<file path="src/rtl/rx_frame_parser.sv">
// GMII-style receive frame parser: strips preamble/SFD, forwards frame bytes one cycle late,
// checks CRC-32, length and PHY errors, and keeps saturating good/bad frame counters.
module rx_frame_parser #(
  parameter int pDATA_WIDTH        = 8,
  parameter int pMIN_PACKET_LENGHT = 64,
  parameter int pMAX_PACKET_LENGHT = 1536
) (
  input  logic                   iclk,
  input  logic                   i_rst_n,
  input  logic                   i_rx_dv,
  input  logic                   i_rx_er,
  input  logic [pDATA_WIDTH-1:0] i_rxd,
  output logic [pDATA_WIDTH-1:0] o_rx_d,
  output logic                   o_dv,
  output logic                   o_error,
  output logic [2:0]             o_FSM_state,
  output logic [15:0]            o_frames_ok,
  output logic [15:0]            o_frames_bad
);

  typedef enum logic [2:0] {
    IDLE     = 3'b000,
    PREAMBLE = 3'b001,
    DATA     = 3'b010,
    CHECK    = 3'b011,
    DROP     = 3'b100
  } state_t;

  localparam logic [pDATA_WIDTH-1:0] PRE_BYTE    = pDATA_WIDTH'(8'h55);
  localparam logic [pDATA_WIDTH-1:0] SFD_BYTE    = pDATA_WIDTH'(8'hD5);
  localparam logic [31:0]            CRC_POLY    = 32'hEDB88320;
  localparam logic [31:0]            CRC_INIT    = 32'hFFFFFFFF;
  localparam logic [31:0]            CRC_RESIDUE = 32'hDEBB20E3;
  localparam logic [10:0]            MIN_CNT     = 11'(pMIN_PACKET_LENGHT);
  localparam logic [10:0]            MAX_CNT     = 11'(pMAX_PACKET_LENGHT);

  state_t                   state_q, state_d;
  logic [31:0]              crc_q, crc_d;
  logic [10:0]              cnt_q, cnt_d;
  logic                     err_q, err_d;
  logic                     chk_q, chk_d;
  logic [pDATA_WIDTH-1:0]   rx_d_q, rx_d_d;
  logic                     dv_q, dv_d;
  logic                     error_q, error_d;
  logic [15:0]              ok_q, ok_d;
  logic [15:0]              bad_q, bad_d;
  logic                     frame_bad;

  function automatic logic [31:0] crc_next(input logic [31:0] crc, input logic [pDATA_WIDTH-1:0] b);
    logic [31:0] c;
    c = crc;
    for (int i = 0; i < pDATA_WIDTH; i++) begin
      c = (c[0] ^ b[i]) ? ((c >> 1) ^ CRC_POLY) : (c >> 1);
    end
    return c;
  endfunction

  function automatic logic [15:0] sat_inc(input logic [15:0] x);
    return (x == 16'hFFFF) ? x : x + 16'd1;
  endfunction

  // CRC over the whole frame including FCS leaves the fixed residue when intact.
  assign frame_bad = (crc_q != CRC_RESIDUE) || (cnt_q < MIN_CNT) || err_q;

  always_comb begin
    state_d = state_q;
    crc_d   = crc_q;
    cnt_d   = cnt_q;
    err_d   = err_q;
    chk_d   = 1'b0;
    rx_d_d  = rx_d_q;
    dv_d    = 1'b0;
    error_d = 1'b0;
    ok_d    = ok_q;
    bad_d   = bad_q;
    case (state_q)
      IDLE: begin
        if (i_rx_dv) begin
          if (i_rxd == PRE_BYTE) begin
            state_d = PREAMBLE;
            crc_d   = CRC_INIT;
            cnt_d   = '0;
            err_d   = 1'b0;
          end else begin
            state_d = DROP;
          end
        end
      end
      PREAMBLE: begin
        if (!i_rx_dv)                state_d = IDLE;
        else if (i_rxd == SFD_BYTE)  state_d = DATA;
        else if (i_rxd != PRE_BYTE)  state_d = DROP;
      end
      DATA: begin
        if (!i_rx_dv) begin
          state_d = CHECK;
          error_d = frame_bad;
        end else if (cnt_q == MAX_CNT) begin
          state_d = DROP;
          error_d = 1'b1;
          bad_d   = sat_inc(bad_q);
        end else begin
          rx_d_d = i_rxd;
          dv_d   = 1'b1;
          cnt_d  = cnt_q + 11'd1;
          crc_d  = crc_next(crc_q, i_rxd);
          if (i_rx_er) err_d = 1'b1;
        end
      end
      CHECK: begin
        if (!chk_q) begin
          chk_d   = 1'b1;
          error_d = frame_bad;
        end else begin
          state_d = IDLE;
          if (frame_bad) bad_d = sat_inc(bad_q);
          else           ok_d  = sat_inc(ok_q);
        end
      end
      DROP: begin
        if (!i_rx_dv) state_d = IDLE;
      end
      default: state_d = IDLE;
    endcase
  end

  always_ff @(posedge iclk or negedge i_rst_n) begin
    if (!i_rst_n) begin
      state_q <= IDLE;
      crc_q   <= CRC_INIT;
      cnt_q   <= '0;
      err_q   <= 1'b0;
      chk_q   <= 1'b0;
      rx_d_q  <= '0;
      dv_q    <= 1'b0;
      error_q <= 1'b0;
      ok_q    <= '0;
      bad_q   <= '0;
    end else begin
      state_q <= state_d;
      crc_q   <= crc_d;
      cnt_q   <= cnt_d;
      err_q   <= err_d;
      chk_q   <= chk_d;
      rx_d_q  <= rx_d_d;
      dv_q    <= dv_d;
      error_q <= error_d;
      ok_q    <= ok_d;
      bad_q   <= bad_d;
    end
  end

  assign o_rx_d       = rx_d_q;
  assign o_dv         = dv_q;
  assign o_error      = error_q;
  assign o_FSM_state  = state_q;
  assign o_frames_ok  = ok_q;
  assign o_frames_bad = bad_q;

endmodule

</file>
<file path="config.mk">
export PLATFORM = sky130hd
export DESIGN_NAME = rx_frame_parser
export DESIGN_NICKNAME = d
export VERILOG_FILES = /design/src/rtl/rx_frame_parser.sv
export SDC_FILE = /design/constraint.sdc
export NUM_CORES = 1
export LEC_CHECK = 0
export ABC_AREA = 0
export CAP_MARGIN = 20
export CORE_AREA = 2 2 96 98
export DETAILED_ROUTE_END_ITERATION = 10
export DIE_AREA = 0 0 98 100
export GPL_ROUTABILITY_DRIVEN = 0
export GPL_TIMING_DRIVEN = 0
export PLACE_DENSITY_LB_ADDON = 0.2
export SKIP_LAST_GASP = 1
export SLEW_MARGIN = 20
export SYNTH_ARGS = -nofsm -noshare
export SYNTH_HDL_FRONTEND = slang
export SYNTH_SLANG_ARGS = --single-unit
</file>
<file path="constraint.sdc">
create_clock -name iclk -period 2.45 [get_ports iclk]
set_input_delay 0.49 -clock iclk [delete_from_list [all_inputs] [get_ports iclk]]
set_output_delay 0.49 -clock iclk [all_outputs]
set_load 0.005 [all_outputs]
</file>
# Word level (Yosys, flattened, before mapping)
# Cells that the tools add are included.
dict set report word_totals {
  reg_bits 90
  inputBits 12
  out_inout_bits 45
  elab_cells 115
}
dict set report classes {
  addsub 3
  magnitude_cmp 1
  eq_ne 22
  n_mux 49
  bitwise 19
  n_reduce_logical 11
}
# op n
set ops {}
lappend ops {{$mux 32} 12}
lappend ops {{$not 13->14} 8}
lappend ops {{$mux 16} 5}
lappend ops {{$pmux 32 s2} 1}
lappend ops {{$mux 11} 4}
lappend ops {{$add 16x1->16 const B} 2}
lappend ops {{$eq 16x16->1 const B} 2}
lappend ops {{$ne 32x32->1 const B} 1}
lappend ops {{$pmux 16 s2} 1}
lappend ops {{$mux 3} 9}
lappend ops {{$pmux 11 s2} 1}
lappend ops {{$ne 2x2->1 const B} 9}
lappend ops {{$pmux 3 s5} 1}
lappend ops {{$reduce_and 5->1} 3}
lappend ops {{$mux 1} 13}
lappend ops {{$add 11x1->11 const B} 1}
lappend ops {{$eq 11x11->1 const B} 1}
lappend ops {{$lt 11x7->1 const B} 1}
lappend ops {{$eq 8x7->1 const B} 1}
lappend ops {{$eq 8x8->1 const B} 1}
lappend ops {{$ne 8x7->1 const B} 1}
lappend ops {{$xor 1x1->1} 8}
lappend ops {{$eq 3x2->1 const B} 2}
lappend ops {{$reduce_and 6->1} 1}
lappend ops {{other kinds (11)} 16}

# Logic depth before layout (Yosys ltp)
dict set report logic_depth {
  word_depth 19
  ltp_mapped 10
  depth_no_buf 8
}

# Worst setup path before layout
# OpenSTA, ideal clock, no wires.
dict set report synth_path {
  path_kind {reg2reg}
  startpoint {register bad_q[0] (netlist: o_frames_bad[0])}
  endpoint {register bad_q[14] (netlist: o_frames_bad[14])}
  setup_ns 0.079
  arrival_ns 2.195
  t_required_ns 2.371
  setup_slack_ns 0.175
  path_stages_with_launch 9
  path_buffers 1
  synth_period_minus_slack_ns 2.275
  cell_sequence {dfrtp_1 > ha_1 > nand3_1 > nor4_1 > or4_1 > or3_1 > buf_2 > nor4_1 > xor2_1}
}
dict set report synth_between {
  elab_chain_cells 5
  word_cells_on_any_way 8
  classes_between {add/sub (1); eq/ne (1); mux (6)}
}
# element line
set synth_rtl {}
lappend synth_rtl {{from (decl)} 46} ;# logic [15:0] bad_q, bad_d;
lappend synth_rtl {{from (signal assigned)} 138} ;# bad_q <= '0;
lappend synth_rtl {{from (signal assigned)} 149} ;# bad_q <= bad_d;
lappend synth_rtl {{$add 16x1->16 / $eq 16x16->1 (equally long branches)} 59} ;# return (x == 16'hFFFF) ? x : x + 16'd1;
lappend synth_rtl {{$mux 16 *} 59}
lappend synth_rtl {{$mux 16 (on tied branches)} {116, 98}}
lappend synth_rtl {{$mux 16 (on tied branches)} {111, 95}}
lappend synth_rtl {{$pmux 16 s2 *} 76} ;# case (state_q)
# Mark *: on every way between the ends. The rest lies on a longest branch, timed or not. The select of a mux whose other input is x is not followed.
# A chain may end at the register's enable or synchronous reset.

# Final worst setup path
dict set report layout_path {
  startpoint {input port i_rxd[4]}
  endpoint {register crc_q[17]}
}
dict set report layout_between {
  elab_chain_cells 9
  word_cells_on_any_way 12
  classes_between {eq/ne (2); mux (7); bitwise (2); reduce/logical (1)}
}
# element line
set layout_rtl {}
lappend layout_rtl {{from (decl)} 12} ;# input logic [pDATA_WIDTH-1:0] i_rxd,
lappend layout_rtl {{$xor 1x1->1} 53} ;# c = (c[0] ^ b[i]) ? ((c >> 1) ^ CRC_POLY) : (c >> 1);
lappend layout_rtl {{$mux 32} 53}
lappend layout_rtl {{$not 13->14 (no source line)} --}
lappend layout_rtl {{$mux 32 (3 in series)} 53}
lappend layout_rtl {{$mux 32} 98} ;# end else if (cnt_q == MAX_CNT) begin
lappend layout_rtl {{$mux 32} 95} ;# if (!i_rx_dv) begin
lappend layout_rtl {{$pmux 32 s2} 76}
lappend layout_rtl {{to (signal assigned)} 141} ;# crc_q <= crc_d;
lappend layout_rtl {{to (decl)} 38} ;# logic [31:0] crc_q, crc_d;
# Parallel ways exist; a longest one is shown, timed or not. The select of a mux whose other input is x is not followed.

==> flow_summary.yaml <==
status:
  status: "finished clean"
pwr:
  finalPower_w: 0.00351
  pwr-share-comb_pct: 23.6
  share_clk_of_total_power_pct: 28.7
  netSwitchingPower_w: 0.00105
  power_density_mw_per_mm2: 594
  intPower_w: 0.00246
  worst_ir_drop_vdd_uv: 282
  p_seq_share_pct: 47.7
  switching_share_pct: 30.0
  leakage_nw: 2.46
critical_path:
  critPathKind: "in2reg"
  path_cells: "clkdlybuf4s50_1, nand4b_1, or4_4, a211oi_4, buf_6, buf_12, nor2_1, a21oi_1"
  cp_top_family: "buffers and inverters"
  crit_path_end_kind: "flip-flop"
  cp_max_fo: 7
  cp_slowest_cell: "or4_4"
  max_stage_delay_ns: 0.57
  cp.arrival_ns: 2.69
  critPathLaunchType: "input pin"
  required_ns: 2.74
  path_buf_inv: 3
routing:
  routed_wl_um: 10900
  top_layer: "met4"
  vias: 3688
  dr_wl_met3_um: 372
  drc: 0
  wl_met1_um: 4960
  wl_per_cell_um: 16.8
  drtAntennaViolNets: 0
  vias_per_cell: 5.67
  wl_met2_um: 5440
  drt_iter0_drc: 205
  drtPass1Iterations: 4
grt:
  grt_pass1_vias: 3625
  grt_max_degree: 59
  grt_usage_pct: 22.9
  grt_pass1_wl_um: 18000
  antenna_found_initial: 0
  grt_overflow_total: 0
timing:
  tightest_slew_ns: 0.833
  final.period_utilization_pct: 97.9
  finalHoldViolCount: 0
  fmax_ghz: 0.417
  setup_violations: 0
  fin_skew_ns: 0.0105
  fin_ws_ns: 0.0523
  max-slew-margin-rel_pct: 44.1
  tns_ns: 0
  period_needed_ns: 2.40
  rsz0062_at_grt: "true"
  slew_viol_final: 0
logic_synthesis:
  synth.avg_cell_area_um2: 10.3
  synthArstFlopShare_pct: 100
  ys.warnings.count: 0
  yosysSeqAreaShare_pct: 48.3
  ys_seq_elements: 90
  syn-num-nets: 477
  syn_inst: 461
  synth_cell_types: 48
  syn_area_mm2: 0.00475
  synth_edf_count: 0
  ys.flop_type: "dfrtp_1"
floorplan:
  start_util_pct: 53.4
  core_mm2: 0.00889
  die_x_um: 98
  die-area_mm2: 0.00980
  row_count: 35
  boundaryPins: 57
  die_h_um: 100
finish:
  fin_util_pct: 66.4
  drive_above_1_share_pct: 19.3
  syn2layout_area_growth_pct: 24.4
  nets: 550
  finalNonFillerCells: 650
  antenna_cells: 0
placed_design:
  io_buffers: 56
  pre_cts_slack_ns: -0.644
  dpl.hpwl_um: 7710
  dp_cells: 629
clocking:
  cts_root_buf: "clkbuf_8"
  clock_latency_ns: 0.36
  cts_made_buffers: 9
  cts_buffer_depth: 2
  path_clk_slew_ns: 0.09
  cts.sinks: 90
  cts_hold_buf: 0
  cts_max_level: 3
  cts_tree: "yes"
min_path:
  hp-class: "in2async"
run:
  maxCapViolations: 0
state kept, by name, summed over array words and instances, names as in the netlist:
register and flops:
chk_q 1, err_q 1, o_dv 1, o_FSM_state 3, o_frames_bad 16, crc_q 32
o_rx_d 8, o_error 1, o_frames_ok 16, cnt_q 11
repair_timing:
action                     4_1_cts  5_1_grt
setup endpoints to repair       61       55
pin swaps                        3        4
resized for setup               16       26
setup buffers                    1        4
metal layers:
layer,vias up,global-route usage [%]
met3,17,2.58
li1,1756,-
met1,1840,32.1
met2,75,37.0
met5,-,0
met4,0,8.97
cell usage after synthesis, types with 3 or more instances:
library cell | n | area share [%]
nand3_1 | 6 | 0.63
xor2_1 | 30 | 5.5
ha_1 | 4 | 1.1
a31oi_1 | 7 | 0.92
o21ai_0 | 21 | 2.2
mux2_2 | 9 | 2.1
xnor2_1 | 70 | 13
inv_1 | 8 | 0.63
buf_2 | 7 | 0.74
clkbuf_1 | 5 | 0.40
nor2_1 | 46 | 3.6
and3_1 | 16 | 2.1
nor4_1 | 5 | 0.66
dfrtp_1 | 58 | 31
xnor2_2 | 3 | 1.0
nor3_1 | 11 | 1.2
a21oi_1 | 33 | 3.5
dfstp_2 | 32 | 18
nand2_1 | 29 | 2.3
or3_1 | 5 | 0.66
nand4_1 | 20 | 2.6
or4_1 | 4 | 0.63
path summary, 6_finish.rpt:
path                                             start  slack, ns                           to  depth (start not counted)
setup / recovery                              i_rxd[4]       0.05        crc_q[17]$_DFFE_PN1P_                          8
hold / removal                                 i_rst_n       0.06  o_frames_ok[13]$_DFFE_PN0P_                          1
setup reg to reg                  cnt_q[8]$_DFFE_PN0P_       0.11  o_frames_bad[9]$_DFFE_PN0P_                          8
hold reg to reg            o_frames_ok[13]$_DFFE_PN0P_       0.50  o_frames_ok[13]$_DFFE_PN0P_                          1
max in group asynchronous                      i_rst_n       1.72        crc_q[26]$_DFFE_PN1P_                          2
min in group iclk          o_frames_ok[13]$_DFFE_PN0P_       0.50  o_frames_ok[13]$_DFFE_PN0P_                          1
cells in the final DEF, fill, tap and decap left out, drive strengths merged, types with 2 or more instances in the layout:
cell           netlist  routed
xnor2               73      73
dfrtp               58      58
clkdlybuf4s50        0      50
nor2                46      46
a21oi               33      33
dfstp               32      32
xor2                30      30
nand2               29      29
o21ai               21      21
nand4               20      20
buf                 11      17
and3                16      16
clkbuf               5      15
nor3                12      12
mux2                 9       9
inv                  8       9
a31oi                7       7
nor4                 7       7
nand3                6       6
or3                  5       5
dlymetal6s2s         0       4
ha                   4       4
or4                  4       4
clkinv               0       3
and4b                2       2
nand3b               2       2
clkinvlp             0       2
nor4bb               2       2
nor4b                2       2
a211o                2       2
through the flow:
stage               area (µm²)  hold slack (ns)
floorplan                 4750            0.194
global placement          5450            0.479
detailed placement        5470            0.465
CTS                       5740           0.0677
global route              5900           0.0842
finish                    5900           0.0606
power groups by stage:
stage	clock network (W)	logic (W)	registers, W
after floorplan	0	0.000595	0.00167
after global placement	0	0.000773	0.00169
after detailed placement	0	0.000794	0.00169
after CTS	0.00103	0.000806	0.00167
after global routing	0.00108	0.000896	0.00169
final	0.00101	0.000827	0.00167
cells by family (layout without fill, tap and decap cells):
family	after synthesis	in the layout	synth area share (%)
multiplexers	10	10	2.35
XOR/XNOR	103	103	19.5
adder cells (fa/ha/maj)	4	4	1.05
AO/OA/AOI/OAI	69	69	8.09
flip-flops	90	90	48.3
AND/OR/NAND/NOR	161	161	18.2
buffers and inverters	24	102	2.48
area by class of cell:
class / instances / area, µm²
Buffer: 16 / 119
Clock buffer: 9 / 124
Clock inverter: 7 / 68.8
Fill cell: 683 / 2990
Inverter: 8 / 30.0
Multi-Input combinational cell: 347 / 2490
Sequential cell: 90 / 2290
Tap cell: 111 / 139
Timing Repair Buffer: 62 / 644
Power figures use the tool's default switching activity.
